### src/rtl/unary_mul_seq.sv
// unary_mul_seq: sequencer that drives a unary (stochastic) border multiplier and counts its output ones
//
// Ports:
//   clk, rst                 clock and synchronous active-high reset
//   in_valid / in_ready      operand handshake (in_ready only in IDLE)
//   in_data_i, in_data_w     unsigned operands, WIDTH-1 bits each
//   mul_data_i, mul_data_w   latched operands driven to the multiplier
//   mul_rst_n                active-low clear of the multiplier Sobol generators (high only in RUN/DONE)
//   mul_bit                  multiplier output bitstream, sampled only in RUN
//   out_valid / out_ready    result handshake
//   out_acc                  scaled count of mul_bit ones
//   busy                     high in every state except IDLE
//   in_len_log2              log2 of the stream length, present only with UNARY_EARLY_TERM_EN defined
//
// Build option: define UNARY_EARLY_TERM_EN to allow stream lengths 2^in_len_log2 shorter than 2^(WIDTH-1).
module unary_mul_seq #(
    parameter int WIDTH = 8
) (
    input  logic             clk,
    input  logic             rst,
    input  logic             in_valid,
    output logic             in_ready,
    input  logic [WIDTH-2:0] in_data_i,
    input  logic [WIDTH-2:0] in_data_w,
    output logic [WIDTH-2:0] mul_data_i,
    output logic [WIDTH-2:0] mul_data_w,
    output logic             mul_rst_n,
    input  logic             mul_bit,
    output logic             out_valid,
    input  logic             out_ready,
    output logic [WIDTH-1:0] out_acc,
    output logic             busy
`ifdef UNARY_EARLY_TERM_EN
    ,
    input  logic [$clog2(WIDTH)-1:0] in_len_log2
`endif
);
    localparam int LW = $clog2(WIDTH);
    typedef enum logic [1:0] {IDLE, CLR, RUN, DONE} state_t;
    state_t           state;
    logic [WIDTH-1:0] cnt;
    logic [WIDTH-1:0] cyc;
    logic [WIDTH-1:0] acc;
    logic [WIDTH-1:0] cnt_nx;
    logic [LW-1:0]    len_lg;
    logic [LW-1:0]    shift;
    logic             last;
`ifdef UNARY_EARLY_TERM_EN
    // length is clamped to the nominal maximum so the count can never wrap
    always_ff @(posedge clk) begin
        if (rst)
            len_lg <= '0;
        else if (state == IDLE && in_valid)
            len_lg <= (in_len_log2 > LW'(WIDTH - 1)) ? LW'(WIDTH - 1) : in_len_log2;
    end
    assign shift = LW'(WIDTH - 1) - len_lg;
`else
    assign len_lg = LW'(WIDTH - 1);
    assign shift  = '0;
`endif
    assign cnt_nx = cnt + WIDTH'(mul_bit);
    assign last   = cyc == ((WIDTH'(1) << len_lg) - WIDTH'(1));
    always_ff @(posedge clk) begin
        if (rst) begin
            state      <= IDLE;
            mul_data_i <= '0;
            mul_data_w <= '0;
            cnt        <= '0;
            cyc        <= '0;
            acc        <= '0;
        end else begin
            case (state)
                IDLE: if (in_valid) begin
                    mul_data_i <= in_data_i;
                    mul_data_w <= in_data_w;
                    state      <= CLR;
                end
                CLR: begin
                    cnt   <= '0;
                    cyc   <= '0;
                    state <= RUN;
                end
                RUN: begin
                    cnt <= cnt_nx;
                    cyc <= cyc + WIDTH'(1);
                    if (last) begin
                        acc   <= cnt_nx << shift;
                        state <= DONE;
                    end
                end
                default: if (out_ready) state <= IDLE;
            endcase
        end
    end
    // outputs decode the state register and are forced inactive while rst is high
    assign in_ready  = !rst && state == IDLE;
    assign busy      = !rst && state != IDLE;
    assign out_valid = !rst && state == DONE;
    assign mul_rst_n = !rst && (state == RUN || state == DONE);
    assign out_acc   = rst ? '0 : acc;
endmodule

### config.mk
export PLATFORM = sky130hd
export DESIGN_NAME = unary_mul_seq
export DESIGN_NICKNAME = d
export VERILOG_FILES = /design/src/rtl/unary_mul_seq.sv
export SDC_FILE = /design/constraint.sdc
export NUM_CORES = 1
export LEC_CHECK = 0
export CAP_MARGIN = 30
export CORE_MARGIN = 2
export CORE_UTILIZATION = 30
export CTS_CLUSTER_DIAMETER = 100
export DETAILED_ROUTE_END_ITERATION = 8
export PLACE_DENSITY = 0.53
export SLEW_MARGIN = 20
export SYNTH_ARGS = -nofsm -noshare
export SYNTH_HDL_FRONTEND = slang
export SYNTH_SLANG_ARGS = --single-unit
### constraint.sdc
create_clock -name clk -period 1.95 [get_ports clk]
set_clock_uncertainty 0.1 [all_clocks]
set_input_delay 0.39 -clock clk [delete_from_list [all_inputs] [get_ports clk]]
set_output_delay 0.39 -clock clk [all_outputs]
set_load 0.1 [all_outputs]
==> flow_results.org, run 1 <==
** Worst setup path
- The worst register-to-register path begins at cyc[0].
- Cell count of the worst reg-to-reg path :: 5
- Tracing the worst setup path back leads to its startpoint at state[0].
- Required time of the critical path :: approximately 1.5 ns
- Worst EP arrival :: 1.35 ns
- Setup slack on the worst reg-to-reg path comes out at between 0.2 and 0.3 ns.
- The worst setup path is launched from a register.
- The worst setup path is captured at an output port.
- Capture point of the critical path :: in_ready
- Of all nets on the critical path, the largest fanout is 5.
- The critical path is of the register to output port type.
- The worst register-to-register path ends at acc[5].

** STA
- RSZ-0062 raised after global routing :: false
- Across all hold checks on the routed design, the worst slack comes to between 0.3 and 0.4 ns.
- Setup violations remaining at the end of the flow were counted as 0.
- Final period demand of the worst path :: 1.84 ns
- The max-slew violation total from the final report was 0.
- Dividing the final minimum period by the clock period gives 0.942.
- Measured against its own limit, the worst slew margin works out to 0.741.
- Transition time at the pin with the least slew margin :: between 0.3 and 0.4 ns
- Adding up every negative setup slack in the final design gives 0 ns.
- The total count of hold-check failures in the final report is 0.
- Peak Freq :: 544 MHz

** Synth
- After synthesis, the share of cell area in mux cells is 0.0119.
- Post-synthesis instance area :: 0.00179 mm²
- Of the synthesized area, sequential elements account for 0.447.
- After synthesis, the largest family of logic cells by area is simple AND/OR/NAND/NOR gates.
- The synthesized-area fraction occupied by ao, oa, aoi and oai cells was 0.130.
- Of the total synthesized cell area, the portion taken by full adders, half adders and majority gates is 0.0419.
- Of the total synthesized cell area, the portion taken by XOR and XNOR cells is 0.0537.
- Largest cells by area after synthesis :: sky130_fd_sc_hd__dfxtp_1, sky130_fd_sc_hd__nand2_1, sky130_fd_sc_hd__a21oi_1
- Most common flop cell mapped by yosys :: sky130_fd_sc_hd__dfxtp_1
- Yosys warnings :: 0
- The share of synthesized area in the top cell type comes to 0.447.
- The commonest cells after synthesis are sky130_fd_sc_hd__dfxtp_1, sky130_fd_sc_hd__nand2_1, sky130_fd_sc_hd__a21oi_1.
- Of all flip-flops after synthesis, the portion carrying an async set or reset was 0.
- Simple logic cell fraction of the synthesized area :: 0.267
- Most common cell in the synthesized netlist :: sky130_fd_sc_hd__dfxtp_1
- Post-synth cell types :: 36
- Number of instances in the synthesized netlist :: 213
- Average instance area after synthesis :: between 8 and 9 µm²
- Number of flops mapped to enable cells by yosys :: 0
- Counting every net in the synthesized netlist gives 238.
- The synthesized design contains 40 register bits.
- Summed over all instances, the cell type with the most area after synthesis is sky130_fd_sc_hd__dfxtp_1.

** Detailed routing
- Wire length after detailed routing :: between 3 and 4 mm
- The routed layout has 1545 vias.
- For this block, the initial DRC count from the detailed router was 61.
- Routed WL per cell :: 11.7 µm
- Via count normalized by instance count :: 4.54
- In the final routing, the length of wire on met1 measures 1.79 mm.
- Met3 WL :: between 100 and 150 µm
- Remaining antenna violation count after routing :: 0
- Pre-antenna DRT Iters :: 4
- DR top layer :: met4
- In the routed design, unresolved DRC markers number 0.
- Summed over all nets, wire length on met2 after detailed routing comes to 1.99 mm.

** GRT
- The initial antenna violation count came to 0.
- Entering global routing, the biggest net connects 20 pins.
- Residual overflow from global routing :: 0
- The first global-routing pass estimated 6.72 mm of wire.
- Number of global-route vias before repair :: 1465
- GRT Overall Usage :: 0.129

** Die
- Width of the die :: between 80 and 90 µm
- The region available for standard cell placement spans slightly below 0.006 mm².
- Initial core utilization :: 0.306
- Die span in y :: around 80 µm
- After floorplanning, the core was divided into 28 placement rows.
- The die covers approximately 0.0066 mm².
- In this run the count of I/O pins placed on the die edge is 45.

** Finish
- Filler Cells Inserted :: roughly 560
- Number of diodes added for antenna fixing :: 0
- Final-stage net count :: 289
- With fillers left out, the area of the finished cells amounts to 0.00282 mm².
- Relative to the synthesized area, the layout overhead comes to 57.0%.
- Ratio of cells with drive above 1 in the final layout :: 0.238

** Placement
- During placement, the flow inserted port buffers numbering 44.
- The HPWL after detailed placement is 3.03 mm.
- Cell Area, Placed :: 0.00268 mm²
- Routability-driven placement finished with a final weighted congestion of 0.745.

** CTS
- Deepest clock path buffer count :: 2
- CTS built an H-tree with a depth of 2.
- Clock tree synthesis selected as its root buffer the cell sky130_fd_sc_hd__clkbuf_8.
- Clock buffer count from CTS :: 5
- Sinks on Clock Net :: 40
- Clock latency on the worst-skew pair, taken at its later pin, is between 0.2 and 0.3 ns.
- After clock tree synthesis, the setup repair step added 0 buffers.
- TritonCTS built the clock tree.
- Clock transition at the registers of the reported paths :: 0.08 ns

** Min path
- Path category of the worst min-delay check :: primary input to register

** Outcome
- Outcome :: finished clean

** Power
- For this design the static power due to leakage is ~1.0 nW.
- The worst-case IR drop observed on VDD is 0.743 mV.
- Power density cells :: 1160 mW/mm²

** Flow run
- Max-cap violations :: 0
worst max-delay path, stage by stage, from the launching register on:
cell	delay, ns
sky130_fd_sc_hd__dfxtp_1	0.33
sky130_fd_sc_hd__inv_1	0.09
sky130_fd_sc_hd__ha_2	0.24
sky130_fd_sc_hd__nor2b_2	0.21
sky130_fd_sc_hd__buf_12	0.19
sequential cells by signal (all words and copies together), names as in the netlist:
register,cells
mul_data_i,7
state,2
cnt,8
acc,8
cyc,8
mul_data_w,7
repair_timing:
item,in CTS,in global routing
pin swaps,0,0
setup endpoints to repair,1,2
hold endpoints to repair,0,0
gates resized for setup,1,2
hold buffers,0,0
power breakdown:
part | total, mW | internal, mW | switching (mW)
Clock | 0.730 | 0.452 | 0.278
Combinational | 1.56 | 0.583 | 0.977
Sequential | 0.965 | 0.893 | 0.0720
per-layer routing:
metal  vias up  global-route usage
met3         4              0.0344
met2        22               0.216
li1        816                   -
met4         0              0.0407
met5         -                   0
met1       703               0.162
logic make-up (layout without fill, tap and decap cells):
kind of cell | Yosys count | after routing
AOI/OAI and AO/OA | 39 | 39
buffers and inverters | 17 | 69
DFF | 40 | 40
muxes | 2 | 2
and+or+nand+nor | 98 | 98
xor gates and xnor gates | 11 | 11
adders and majority gates | 6 | 6
worst min path at each step:
stage / depth (start not counted) / slack (ns) / to / from
floorplan: 2 / 0.35 / cnt[0] / cnt[0]
global placement: 2 / 0.37 / cnt[0] / cnt[0]
detailed placement: 2 / 0.37 / cnt[0] / cnt[0]
CTS: 2 / 0.32 / cnt[2] / rst
global route: 2 / 0.34 / cnt[0] / rst
finish: 2 / 0.33 / cnt[2] / rst
layout by cell type (no fill, tap or decap), drive strengths merged, types with 2 or more instances in the layout:
master,instances
ha,6
xor2,5
a21oi,23
buf,39
nand3,10
o21ai,3
o32ai,2
nor2b,10
nand2b,7
clkdlybuf4s50,17
a211oi,4
nand4,3
nand2,35
or3,2
dfxtp,40
nor2,20
nor3,2
and3,4
clkbuf,7
o22a,2
xnor2,6
inv,5
metrics by stage:
stage / utilization / setup slack, ns / std cells / power, mW
6_report: 0.481 / 0.113 / 340 / 3.25
5_1_grt: 0.481 / 0.0245 / 340 / 3.42
4_1_cts: 0.480 / 0.0305 / 340 / 3.28
3_5_place_dp: 0.458 / -0.0872 / 332 / 2.54
3_3_place_gp: 0.458 / -0.0667 / 332 / 2.53
2_1_floorplan: - / -0.445 / 213 / 1.99
layout make-up:
type / count / area [µm²] / share of cell area
Multi-Input combinational cell: 156 / 977 / 0.347
Sequential cell: 40 / 801 / 0.284
Timing Repair Buffer: 56 / 798 / 0.284
Clock buffer: 7 / 96.3 / 0.0342
Tap cell: 75 / 93.8 / 0.0333
Clock inverter: 1 / 30.0 / 0.0107
Inverter: 5 / 18.8 / 0.00667
No activity file was read; power rests on OpenSTA's default activity.
==> inputs of run 2 (changes only) <==
PLACE_DENSITY = 0.55   (was 0.53)
clock period = 1.6 ns   (was 1.95 ns; I/O delays follow)
==> run 2 against run 1 <==
Highest routed layer unchanged. First-iteration DRC count grew 33%. Die area is the same. Clock power down 5.8%. The flow now finishes with violations (setup timing).
==> flow_results.org, run 2 (synthesis gave the netlist of run 1 again) <==
** Outcome
- Outcome :: finished with violations
- The checks that failed: setup timing.

** CTS
- Sinks on Clock Net :: 40 (unchanged)
- Clock buffer count from CTS :: 5 (unchanged)
- Clock latency of the later-clocked register in the worst-skew pair :: 0.29 ns (about the same)
- H-tree lvl count :: 2 (unchanged)
- TritonCTS built the clock tree.
- Clock transition at the registers of the reported paths :: 0.07 ns (about the same)
- The clock tree buffer depth is 2 (unchanged).
- Library cell used as clock root buffer :: sky130_fd_sc_hd__clkbuf_8

** Worst setup path
- Worst EP arrival :: 1.22 ns (-0.13 ns)
- The largest fanout of any net on the critical path was 4 (-1).
- Cell count of the worst reg-to-reg path :: 5 (unchanged)
- The required time reported for the critical path endpoint came to 1.18 ns (-0.28 ns).
- The worst setup path is launched from a register.
- The worst setup path is of the register to output port kind.
- The worst setup path is captured at an output port.

** Die
- Die span in y :: 81.3 µm (unchanged)
- The area of the core was 0.00585 mm² (unchanged).
- The floorplan die area is 0.00661 mm² (unchanged).
- The total number of placement rows is 28 (unchanged).
- Initial core utilization :: 0.306 (unchanged)
- The horizontal die dimension is 81.3 µm (unchanged).
- The total I/O pin count is 45 (unchanged).

** Power
- The static power due to leakage was 1.08 nW (+3.7%).
- The worst vdd rail ir drop came to 0.674 mV (-9.3%).
- The cell area power density came to 1350 mW/mm² (+17%).
- The total power consumption of the routed design is 3.95 mW (+21%).

** Detailed routing
- Via count normalized by instance count :: 4.53 (-0.21%)
- The total number of vias was 1578 (+2.1%).
- The count of nets left with antenna violations after detail routing was 0 (unchanged).
- Number of design rule violations left after detail routing :: 0 (unchanged)
- Wire length after detailed routing :: 4.00 mm (+0.86%)
- The average wire per cell in the routed design came to 11.5 µm (-1.5%).
- Drt first-iter violations :: 81 (+33%)
- The detailed-router iteration count before antenna repair came to 4 (unchanged).

** GRT
- Wire length of the first global-routing pass :: 6.45 mm (-4.0%)
- Largest net degree at the start of global routing :: 26 (+30%)
- Number of global-route vias before repair :: 1447 (-1.2%)
- The global router's overall resource usage is 0.126 (-0.00378).
- Residual overflow from global routing :: 0 (unchanged)
- Antenna violations before repair :: 0 (unchanged)

** Placement
- Count of input and output buffers :: 44 (unchanged)
- Post-DP HPWL :: 2.93 mm (-3.2%)
- GP Congestion :: 0.717 (-3.8%)
- The number of placed instances with taps included was 338 (+1.8%).

** Flow run
- Max-cap violations :: 0 (unchanged)

** Finish
- Filler Cells Inserted :: 542 (-2.5%)
- Leaving out fill and tap cells, the most frequent cell in the layout is sky130_fd_sc_hd__dfxtp_1.
- Number of diodes added for antenna fixing :: 0 (unchanged)
- Layout overhead on the synthesized area :: 62.8%
- The non-filler instance count after layout is 348 (+2.4%).
- The number of nets in the layout is 297 (+2.8%).
- The layout cell share with drive strength beyond 1 is 0.297 (+0.0590).
- Total area of multi-input combinational cells :: 0.00103 mm² (+5.6%)
- The area taken by flip-flops and latches came to 808 µm² (+0.94%).
- Leaving out fill and tap cells, the most frequent cells in the layout are sky130_fd_sc_hd__dfxtp_1, sky130_fd_sc_hd__nand2_1, sky130_fd_sc_hd__buf_12, sky130_fd_sc_hd__a21oi_1, sky130_fd_sc_hd__buf_4.
- Largest registers in the final layout :: acc (8), cnt (8), cyc (8)

** STA
- Fin. Hold Viols :: 0 (unchanged)
- Fin worst setup slack :: -0.0382 ns (-0.151 ns)
- The max-slew violation total from the final report is 0 (unchanged).
- The transition time of the tightest slew-check pin is 0.229 ns (-0.159 ns).
- The smallest clock period supported by the final layout is computed as 1.64 ns.
- RSZ-0062 raised after global routing :: true
- Period utilisation layout :: 1.02
- Post-route worst hold slack :: 0.330 ns (+0.00104 ns)
- The normalized max-slew margin is 0.847 (+0.106).
- Peak Freq :: ~610 MHz
- The final-report setup violation count is 2 (+2).

** Min path
- Path category of the worst min-delay check :: primary input to register
- The hold path depth came to 3 (+1).
[run 2: routing by layer]
metal / global-route usage / wire, µm
met5: 0 / 0
met4: 0.0508 / 57
met3: 0.0322 / 137
met2: 0.202 / 1880
met1: 0.160 / 1930
[run 2: repair_timing]
action	4_1_cts	5_1_grt
buffers inserted	1	1
endpoints found under the setup margin	8	8
pin swaps	2	8
gates resized for setup	10	8
hold buffers	0	0
[run 2: worst paths after layout]
kind                 start       end  slack [ns]
hold reg to reg     cnt[0]    cnt[0]        0.39
hold / removal     mul_bit    acc[0]        0.33
setup / recovery  state[0]  in_ready       -0.04
setup reg to reg  state[1]    cyc[5]        0.07
[run 2: critical path: stages (launching register included)]
cell	delay [ns]
sky130_fd_sc_hd__dfxtp_4	0.37
sky130_fd_sc_hd__inv_4	0.07
sky130_fd_sc_hd__ha_4	0.16
sky130_fd_sc_hd__nor2b_4	0.16
sky130_fd_sc_hd__buf_12	0.18
[run 2: per-stage QoR]
stage,area [µm²],TNS [ns],util,worst slack (ns)
after floorplan,1860,-1.89,-,-0.309
after global placement,2740,-2.77,0.468,-0.347
after detailed placement,2740,-2.89,0.468,-0.358
after CTS,2880,-0.192,0.492,-0.0601
after global routing,2920,-0.232,0.499,-0.0818
final,2920,-0.0555,0.499,-0.0382
[run 2: power breakdown]
part / total, mW / internal, mW / switching (mW) / leakage [nW]
clock network: 0.688 / 0.352 / 0.336 / 0.0455
registers: 1.21 / 1.10 / 0.112 / 0.326
logic: 2.05 / 0.819 / 1.23 / 0.708
total: 3.95 / 2.27 / 1.68 / 1.08
[run 2: layout make-up]
type,count,area share
Multi-Input combinational cell,156,0.354
Timing Repair Buffer,64,0.299
Sequential cell,40,0.277
Tap cell,75,0.0321
Clock buffer,8,0.0309
Inverter,5,0.00729
